## src/rtl/ysyx_24080006_icache_refill.sv

```systemverilog
// Refills one icache line from AXI with a single burst and writes it to the icache array.
// Optional YSYX_24080006_ICACHE_CWF_EN: critical-word-first WRAP burst starting at the missed word.
package ysyx_24080006_icache_pkg;
  localparam int IcacheLineSize = 5;
  localparam int IcacheLineNum  = 1;
  localparam int IcacheBeats    = 1 << (IcacheLineSize - 2);
  localparam int IcacheTagW     = 32 - IcacheLineSize - IcacheLineNum;

  typedef struct packed {
    logic        arvalid;
    logic [31:0] araddr;
    logic [7:0]  arlen;
    logic [2:0]  arsize;
    logic [1:0]  arburst;
    logic        rready;
  } axi_r_m2s_t;

  typedef struct packed {
    logic        arready;
    logic        rvalid;
    logic [31:0] rdata;
    logic        rlast;
  } axi_r_s2m_t;

  typedef struct packed {
    logic                        valid;
    logic [IcacheTagW-1:0]       tag;
    logic [IcacheBeats*32-1:0]   data;
  } icache_t;
endpackage

module ysyx_24080006_icache_refill
  import ysyx_24080006_icache_pkg::*;
#(
  parameter int LINE_SIZE = IcacheLineSize,
  parameter int LINE_NUM  = IcacheLineNum
) (
  input  logic                clock,
  input  logic                reset,
  input  logic                req_valid,
  input  logic [31:0]         req_addr,
  output logic                req_ready,
  input  logic                flush,
  output logic                busy,
  output axi_r_m2s_t          axi_r_o,
  input  axi_r_s2m_t          axi_r_i,
  output logic                fill_we,
  output logic [LINE_NUM-1:0] fill_index,
  output icache_t             fill_line,
  output logic                crit_valid,
  output logic [31:0]         crit_data,
  output logic                proto_err
);

  localparam int N      = 1 << (LINE_SIZE - 2);
  localparam int CW     = LINE_SIZE - 2;
  localparam int TAG_LO = LINE_SIZE + LINE_NUM;
`ifdef YSYX_24080006_ICACHE_CWF_EN
  localparam bit CWF = 1'b1;
`else
  localparam bit CWF = 1'b0;
`endif

  typedef enum logic [1:0] {IDLE, AR, R, DONE} state_t;

  state_t          state_q, state_d;
  logic [31:2]     addr_q;
  logic            kill_q, kill_d;
  logic [CW-1:0]   cnt_q;
  logic [N*32-1:0] data_q;
  logic            crit_valid_q;
  logic [31:0]     crit_data_q;
  logic            proto_err_q;

  logic [CW-1:0]   offs;
  logic [CW-1:0]   slot;
  logic            accept, beat_fire, last_beat, beat_err, crit_hit;
  logic            addr_lsb_unused;

  assign addr_lsb_unused = ^req_addr[1:0];

  // cnt_q counts beats; slot is where the current beat lands in the line
  assign offs      = addr_q[LINE_SIZE-1:2];
  assign slot      = CWF ? cnt_q + offs : cnt_q;
  assign accept    = (state_q == IDLE) && req_valid && !flush;
  assign beat_fire = (state_q == R) && axi_r_i.rvalid;
  assign last_beat = (cnt_q == CW'(N - 1));
  assign beat_err  = beat_fire && (axi_r_i.rlast != last_beat);
  assign crit_hit  = beat_fire && (slot == offs) && !kill_d;

  always_comb begin
    state_d = state_q;
    kill_d  = kill_q;
    case (state_q)
      IDLE: if (accept) begin
        state_d = AR;
        kill_d  = 1'b0;
      end
      AR: begin
        if (flush) kill_d = 1'b1;
        if (axi_r_i.arready) state_d = R;
      end
      R: begin
        if (flush || beat_err) kill_d = 1'b1;
        if (beat_fire && axi_r_i.rlast) state_d = DONE;
      end
      DONE: state_d = IDLE;
      default: state_d = IDLE;
    endcase
  end

  always_comb begin
    axi_r_o = '0;
    if (state_q == AR) begin
      axi_r_o.arvalid = 1'b1;
      axi_r_o.araddr  = CWF ? {addr_q, 2'b00} : {addr_q[31:LINE_SIZE], {LINE_SIZE{1'b0}}};
      axi_r_o.arlen   = 8'(N - 1);
      axi_r_o.arsize  = 3'b010;
      axi_r_o.arburst = CWF ? 2'b10 : 2'b01;
    end
    axi_r_o.rready = (state_q == R);
  end

  always_comb begin
    fill_line       = '0;
    fill_line.valid = (state_q == DONE);
    fill_line.tag   = addr_q[31:TAG_LO];
    fill_line.data  = data_q;
  end

  assign req_ready  = (state_q == IDLE) && !flush;
  assign busy       = (state_q != IDLE);
  assign fill_we    = (state_q == DONE) && !kill_q && !flush;
  assign fill_index = addr_q[TAG_LO-1:LINE_SIZE];
  assign crit_valid = crit_valid_q;
  assign crit_data  = crit_data_q;
  assign proto_err  = proto_err_q;

  always_ff @(posedge clock) begin
    if (reset) begin
      state_q      <= IDLE;
      kill_q       <= 1'b0;
      cnt_q        <= '0;
      addr_q       <= '0;
      data_q       <= '0;
      crit_valid_q <= 1'b0;
      crit_data_q  <= '0;
      proto_err_q  <= 1'b0;
    end else begin
      state_q      <= state_d;
      kill_q       <= kill_d;
      crit_valid_q <= crit_hit;
      proto_err_q  <= beat_err;
      if (accept) begin
        addr_q <= req_addr[31:2];
        cnt_q  <= '0;
      end
      if (beat_fire) begin
        data_q[{slot, 5'd0} +: 32] <= axi_r_i.rdata;
        cnt_q                      <= cnt_q + CW'(1);
      end
      if (crit_hit) crit_data_q <= axi_r_i.rdata;
    end
  end

endmodule

```

## config.mk

```make
export PLATFORM = sky130hd
export DESIGN_NAME = ysyx_24080006_icache_refill
export DESIGN_NICKNAME = d
export VERILOG_FILES = /design/src/rtl/ysyx_24080006_icache_refill.sv
export SDC_FILE = /design/constraint.sdc
export NUM_CORES = 1
export LEC_CHECK = 0
export ABC_AREA = 1
export BUFFER_PORTS_ARGS = -buffer_cell sky130_fd_sc_hd__clkbuf_2
export CAP_MARGIN = 10
export CELL_PAD_IN_SITES_DETAIL_PLACEMENT = 1
export CELL_PAD_IN_SITES_GLOBAL_PLACEMENT = 2
export CORE_MARGIN = 4
export CORE_UTILIZATION = 29
export CTS_CLUSTER_SIZE = 10
export DETAILED_ROUTE_END_ITERATION = 7
export PLACE_DENSITY_LB_ADDON = 0.25
export SLEW_MARGIN = 20
export SYNTH_ARGS = -nofsm -noshare
export SYNTH_HDL_FRONTEND = slang
export SYNTH_SLANG_ARGS = --single-unit
export TNS_END_PERCENT = 5
```

## constraint.sdc

```tcl
create_clock -name clock -period 6.2 [get_ports clock]
set_clock_uncertainty 0.15 [all_clocks]
set_input_delay 1.55 -clock clock [delete_from_list [all_inputs] [get_ports clock]]
set_output_delay 1.55 -clock clock [all_outputs]
set_load 0.01 [all_outputs]
```

==> flow_metrics.env, run 1 <==
export IMPL_cp_arrival_ns=4.10
export IMPL_ys_top_cells_by_count="nor2_1, nand2_1, inv_1, dfxtp_1, a21oi_1"
export IMPL_initial_core_util_pct=29.4
export IMPL_antenna_found_initial=1
export IMPL_setup_violations=0
export IMPL_final_core_util_pct=36.2
export IMPL_crit_fanout=65
export IMPL_path_clk_slew_ns=0.06
export IMPL_gp_congestion=0.783
export IMPL_rsz0062_at_grt="false"
export IMPL_drive_above_1_share_pct=20.9
export IMPL_ctsHtreeMaxLevel=2
export IMPL_cts_setup_buffers=0
export IMPL_die_y_um=231
export IMPL_relSlewSlack_pct=26.3
export IMPL_finalNetCount=2512
export IMPL_clk_path_buf_depth=3
export IMPL_viasPerCell=4.50
export IMPL_clock_sinks=326
export IMPL_synth_compound_area_share_pct=10.5
export IMPL_critPathLaunchType="flip-flop"
export IMPL_area_growth_pct=23.3
export IMPL_cts_root_buffer="clkbuf_16"
export IMPL_max_stage_delay_ns=0.72
export IMPL_period_needed_ns=3.82
export IMPL_slowest_stage="clkinv_2"
export IMPL_synth_most_common_cell="nor2_1"
export IMPL_finalHoldViolations=0
export IMPL_path_cells="inv_4, ha_1, ha_1, clkinv_2, nor3_4, buf_4, nand2_2, o21ai_0, nor2_1"
export IMPL_firstDrtPassIters=5
export IMPL_port_buffer_count=423
export IMPL_gr_total_overflow=0
export IMPL_numCtsBuffers=40
export IMPL_worst_r2r_endpoint="data_q[1]"
export IMPL_r2r_setup_slack_ns=2.38
export IMPL_reg2reg_depth=9
export IMPL_yosys_warnings=0
export IMPL_ys_seq_elements=326
export IMPL_required_ns=6.48
export IMPL_gr_usage_all_layers_pct=21.3
export IMPL_cp_common_cell="ha_1"
export IMPL_crit_type="flip-flop to flip-flop"
export IMPL_drv_slew=0
export IMPL_synth_top_area_share_pct=45.4
export IMPL_path_buf_inv=3
export IMPL_synthXorXnorAreaFrac_pct=0
export IMPL_fmax_ghz=0.262
export IMPL_syn_avg_cell_area_um2=6.80
export IMPL_dieArea_um2=53200
export IMPL_io_pins=439
export IMPL_regToRegStartpoint="cnt_q[0]"
export IMPL_outcome="finished clean"
export IMPL_tightest_slew_ns=1.11
export IMPL_hold_path_class="flip-flop to flip-flop"
export IMPL_synth_enable_flop_cells=0
export IMPL_routedWlPerCell_um=18.8
export IMPL_drtIter0Drc=663
export IMPL_synthCells=2115
export IMPL_finalCritPeriodShare_pct=61.6
export IMPL_endpoint_kind="flip-flop"
export IMPL_finalWirelength_um=58700
export IMPL_num_vias=14027
export IMPL_hp_start="data_q[216]"
export IMPL_core_area_um2=49000
export IMPL_synthSimpleGateAreaFrac_pct=27.2
export IMPL_synthesis_area_um2=14400
export IMPL_peakVddDrop_mv=0.130
export IMPL_drt_drc_violations_left=0
export IMPL_synthTopCellsByArea="dfxtp_1, nor2_1, nand2_1"
export IMPL_clock_latency_ns=0.55
export IMPL_grt_pass1_vias=14137
export IMPL_yosysSeqAreaShare_pct=45.4
export IMPL_yosysUniqueCellTypes=30
export IMPL_ctsHoldBuffers=0
export IMPL_setup_tns_ns=0
export IMPL_grt_pass1_wl_um=87500
export IMPL_cts_tree="done"
export IMPL_hpwl_um=42300
export IMPL_die_w_um=231
export IMPL_grt_max_degree=167
export IMPL_synth_flop_cell="dfxtp_1"
export IMPL_postRouteAntennaNets=0
export IMPL_num_rows=81
export IMPL_p_leak_nw=9.16
export IMPL_synth_fa_ha_area_share_pct=0.957
export IMPL_synth_mux_area_share_pct=0
export IMPL_powerDensity_nw_per_um2=313
export IMPL_synth_top_cell_by_area="dfxtp_1"
export IMPL_post_cts_resized=0
export IMPL_worst_path_dominant_cell_family="buffers and inverters"
export IMPL_ys_async_sr_fraction_pct=0
export IMPL_synth_top_family_by_area="simple AND/OR/NAND/NOR gates"
export IMPL_cap_viol_max_count=0
export IMPL_whs_path_depth=2
export IMPL_holdPathEnd="data_q[216]"
-- metal layers --
| layer | GRT usage, % | routed length, um | up-vias |
|---|---|---|---|
| met3 | 5.92 | 3750 | 46 |
| met5 | 0 | 0 | - |
| met2 | 36.9 | 28600 | 285 |
| met4 | 4.13 | 775 | 0 |
| li1 | - | - | 6964 |
| met1 | 26.7 | 25500 | 6732 |
-- worst max-delay path by stage --
stage | start | endpoint | slack, ns | cells after the start
floorplan | flush | fill_we | 2.66 | 1
global placement | axi_r_i[33] | crit_data[28] | 1.88 | 9
detailed placement | axi_r_i[33] | crit_data[25] | 1.83 | 9
CTS | state_q[1] | axi_r_o[29] | 2.13 | 5
global route | cnt_q[0] | data_q[0] | 2.03 | 9
finish | cnt_q[0] | data_q[1] | 2.38 | 9
-- per-stage QoR --
stage          cell area [um2]  hold slack [ns]  power, mW  worst slack [ns]  std cells
2_1_floorplan            14400            0.294       3.07              2.66       2127
3_3_place_gp             16500            0.284       3.39              1.88       3052
3_5_place_dp             16500            0.288       3.42              1.83       3052
4_1_cts                  17700            0.296       5.63              2.13       3113
5_1_grt                  17700            0.311       5.83              2.03       3114
6_report                 17700            0.295       5.54              2.38       3114
-- placed cells by master, fill, tap and decap left out, drive strengths merged --
master,instances
clkbuf,482
nor2,478
nand2,367
inv,352
dfxtp,326
o21ai,141
a21oi,124
nand3,74
nand4,35
a211oi,24
conb,13
buf,13
ha,11
nor3,4
clkinv,4
diode,1
a21boi,1
-- layout make-up --
cell class	count	area [um2]
clock inverters	2	21.3
well taps	664	831
repair buffers	436	2210
multi-input cells	1272	5630
clock buffers	59	1150
inverters	354	1340
flip-flops and latches	326	6530
diodes	1	2.50
fillers	6342	31200
-- flip-flops by register name (all words and copies together), names as in the netlist --
signal / flops
cnt_q: 3
kill_q: 1
crit_data: 32
addr_q: 30
proto_err: 1
crit_valid: 1
data_q: 256
state_q: 2
-- report_power, final --
| group | total (mW) | switching [mW] | internal (mW) | leakage, nW |
|---|---|---|---|---|
| clock | 2.17 | 0.900 | 1.27 | 0.572 |
| combinational | 1.06 | 0.764 | 0.300 | 5.95 |
| sequential | 2.30 | 0.0826 | 2.22 | 2.63 |
-- worst min-delay path, delay by kind of cell (launching register included) --
| family | cells | cell delay [ns] |
|---|---|---|
| flip-flops | 1 | 0.30 |
| buffers and inverters | 1 | 0.05 |
| AO/OA/AOI/OAI | 1 | 0.05 |
-- cells by family (layout without fill, tap and decap cells) --
kind of cell / after synthesis / count (layout)
adders and majority gates: 11 / 11
DFF: 326 / 326
and+or+nand+nor: 958 / 958
buffers and inverters: 529 / 851
other: 1 / 14
AOI/OAI and AO/OA: 290 / 290
Power figures use the tool's default switching activity.
==> run 2, diff against run 1 <==
CORE_UTILIZATION = 25   (was 29)
clock period = 3.1 ns   (was 6.2 ns; I/O delays follow)
==> flow_metrics.env, run 2 (same netlist as run 1, synthesis figures left out) <==
export IMPL_outcome="finished clean"
export IMPL_drt_drc_violations_left=0
export IMPL_clock_latency_ns=0.55
export IMPL_routedWlPerCell_um=18.9
export IMPL_fmax_ghz=0.360
export IMPL_final_area_um2=18100
export IMPL_grt_pass1_vias=14252
export IMPL_worst_r2r_endpoint="data_q[178]"
export IMPL_pwr_share_seq_pct=40.9
export IMPL_drtIter0Drc=583
export IMPL_finalWirelength_um=60800
export IMPL_whs_path_depth=2
export IMPL_post_cts_resized=0
export IMPL_period_needed_ns=2.78
export IMPL_finalCritPeriodShare_pct=89.6
export IMPL_powerDensity_nw_per_um2=624
export IMPL_critPathLaunchType="flip-flop"
export IMPL_gr_total_overflow=0
export IMPL_antenna_cells=0
export IMPL_regToRegStartpoint="cnt_q[1]"
export IMPL_cp_arrival_ns=1.85
export IMPL_peakVddDrop_mv=0.304
export IMPL_fin_total_pwr_mw=11.3
export IMPL_ctsHoldBuffers=0
export IMPL_slowest_stage="dfxtp_1"
export IMPL_switching_share_pct=31.8
export IMPL_drive_above_1_share_pct=21.4
export IMPL_path_clk_slew_ns=0.06
export IMPL_finalHoldViolations=0
export IMPL_viasPerCell=4.34
export IMPL_required_ns=2.17
export IMPL_clock_sinks=326
export IMPL_num_vias=13986
export IMPL_clk_path_buf_depth=3
export IMPL_path_cells="inv_1, ha_1, buf_4, nand2_1, inv_1, clkbuf_2"
export IMPL_path_buf_inv=4
export IMPL_fin_hold_ws_ns=0.289
export IMPL_die_y_um=248
export IMPL_gr_usage_all_layers_pct=19.3
export IMPL_final_core_util_pct=31.9
export IMPL_r2r_setup_slack_ns=0.45
export IMPL_cp_common_cell="inv_1"
export IMPL_crit_type="flip-flop to primary output"
export IMPL_finalNetCount=2529
export IMPL_wl_met1_um=26200
export IMPL_top_register="data_q"
export IMPL_firstDrtPassIters=4
export IMPL_io_pins=439
export IMPL_wl_met2_um=28900
export IMPL_hp_start="data_q[200]"
export IMPL_cap_viol_max_count=0
export IMPL_relSlewSlack_pct=50.9
export IMPL_p_sw_mw=3.59
export IMPL_pwr_share_comb_pct=19.4
export IMPL_ctsHtreeMaxLevel=2
export IMPL_layout_commonest_cell="nor2_1"
export IMPL_cts_tree="done"
export IMPL_numCtsBuffers=41
export IMPL_gp_congestion=0.779
export IMPL_num_rows=87
export IMPL_crit_start="state_q[1]"
export IMPL_cts_setup_buffers=0
export IMPL_grt_pass1_wl_um=89700
export IMPL_area_growth_pct=25.6
export IMPL_drv_slew=0
export IMPL_clkPwrFrac_pct=39.7
export IMPL_path_depth=6
export IMPL_tightest_slew_ns=0.734
export IMPL_placed_area_um2=16900
export IMPL_grt_max_degree=68
export IMPL_setup_tns_ns=0
export IMPL_p_int_mw=7.69
export IMPL_cts_root_buffer="clkbuf_16"
export IMPL_p_leak_nw=9.28
export IMPL_dieArea_um2=61400
export IMPL_final_cell_mix="nor2_1, clkbuf_2, nand2_1, inv_1, dfxtp_1"
export IMPL_postRouteAntennaNets=0
export IMPL_core_area_um2=56600
export IMPL_holdPathEnd="data_q[200]"
export IMPL_highest_layer="met4"
export IMPL_hold_path_class="flip-flop to flip-flop"
export IMPL_max_stage_delay_ns=0.34
export IMPL_rsz0062_at_grt="false"
export IMPL_worst_path_dominant_cell_family="buffers and inverters"
export IMPL_antenna_found_initial=0
export IMPL_reg2reg_depth=9
export IMPL_hpwl_um=44600
export IMPL_port_buffer_count=423
export IMPL_crit_fanout=34
export IMPL_initial_core_util_pct=25.4
export IMPL_endpoint_kind="primary output"
export IMPL_die_w_um=248
export IMPL_setup_violations=0
export IMPL_largest_register_ffs=256
export IMPL_wl_met3_um=4090
[run 2: metal layers]
layer | track usage, % | up-vias
met1 | 24.3 | 6624
li1 | - | 7001
met2 | 32.8 | 277
met5 | 0 | -
met3 | 4.98 | 84
met4 | 5.19 | 0
[run 2: worst min-delay path, stage by stage (launching register included)]
cell,delay (ns)
dfxtp_1,0.30
inv_1,0.04
a21oi_1,0.05
[run 2: how the worst max path moves through the flow]
stage / endpoint / slack, ns
floorplan: axi_r_o[25] / 0.73
global placement: data_q[150] / 0.38
detailed placement: data_q[151] / 0.34
CTS: axi_r_o[28] / 0.28
global route: axi_r_o[28] / 0.17
finish: axi_r_o[28] / 0.32
[run 2: layout make-up]
| cell class | count | area, um2 |
|---|---|---|
| multi-input cells | 1272 | 5620 |
| repair buffers | 452 | 2420 |
| clock inverters | 2 | 13.8 |
| flip-flops and latches | 326 | 6530 |
| inverters | 354 | 1340 |
| fillers | 7197 | 38500 |
| clock buffers | 61 | 1180 |
| well taps | 756 | 946 |
[run 2: power groups by stage]
stage	Combinational, mW	Sequential, mW	Clock (mW)
floorplan	1.41	4.72	0
global placement	2.17	4.69	0
detailed placement	2.24	4.70	0
CTS	2.24	4.62	4.64
global route	2.45	4.64	4.82
finish	2.19	4.61	4.47
[run 2: stage by stage]
step	worst slack, ns	std cells
floorplan	0.727	2127
global placement	0.376	3160
detailed placement	0.336	3160
CTS	0.280	3223
global route	0.171	3223
finish	0.323	3223
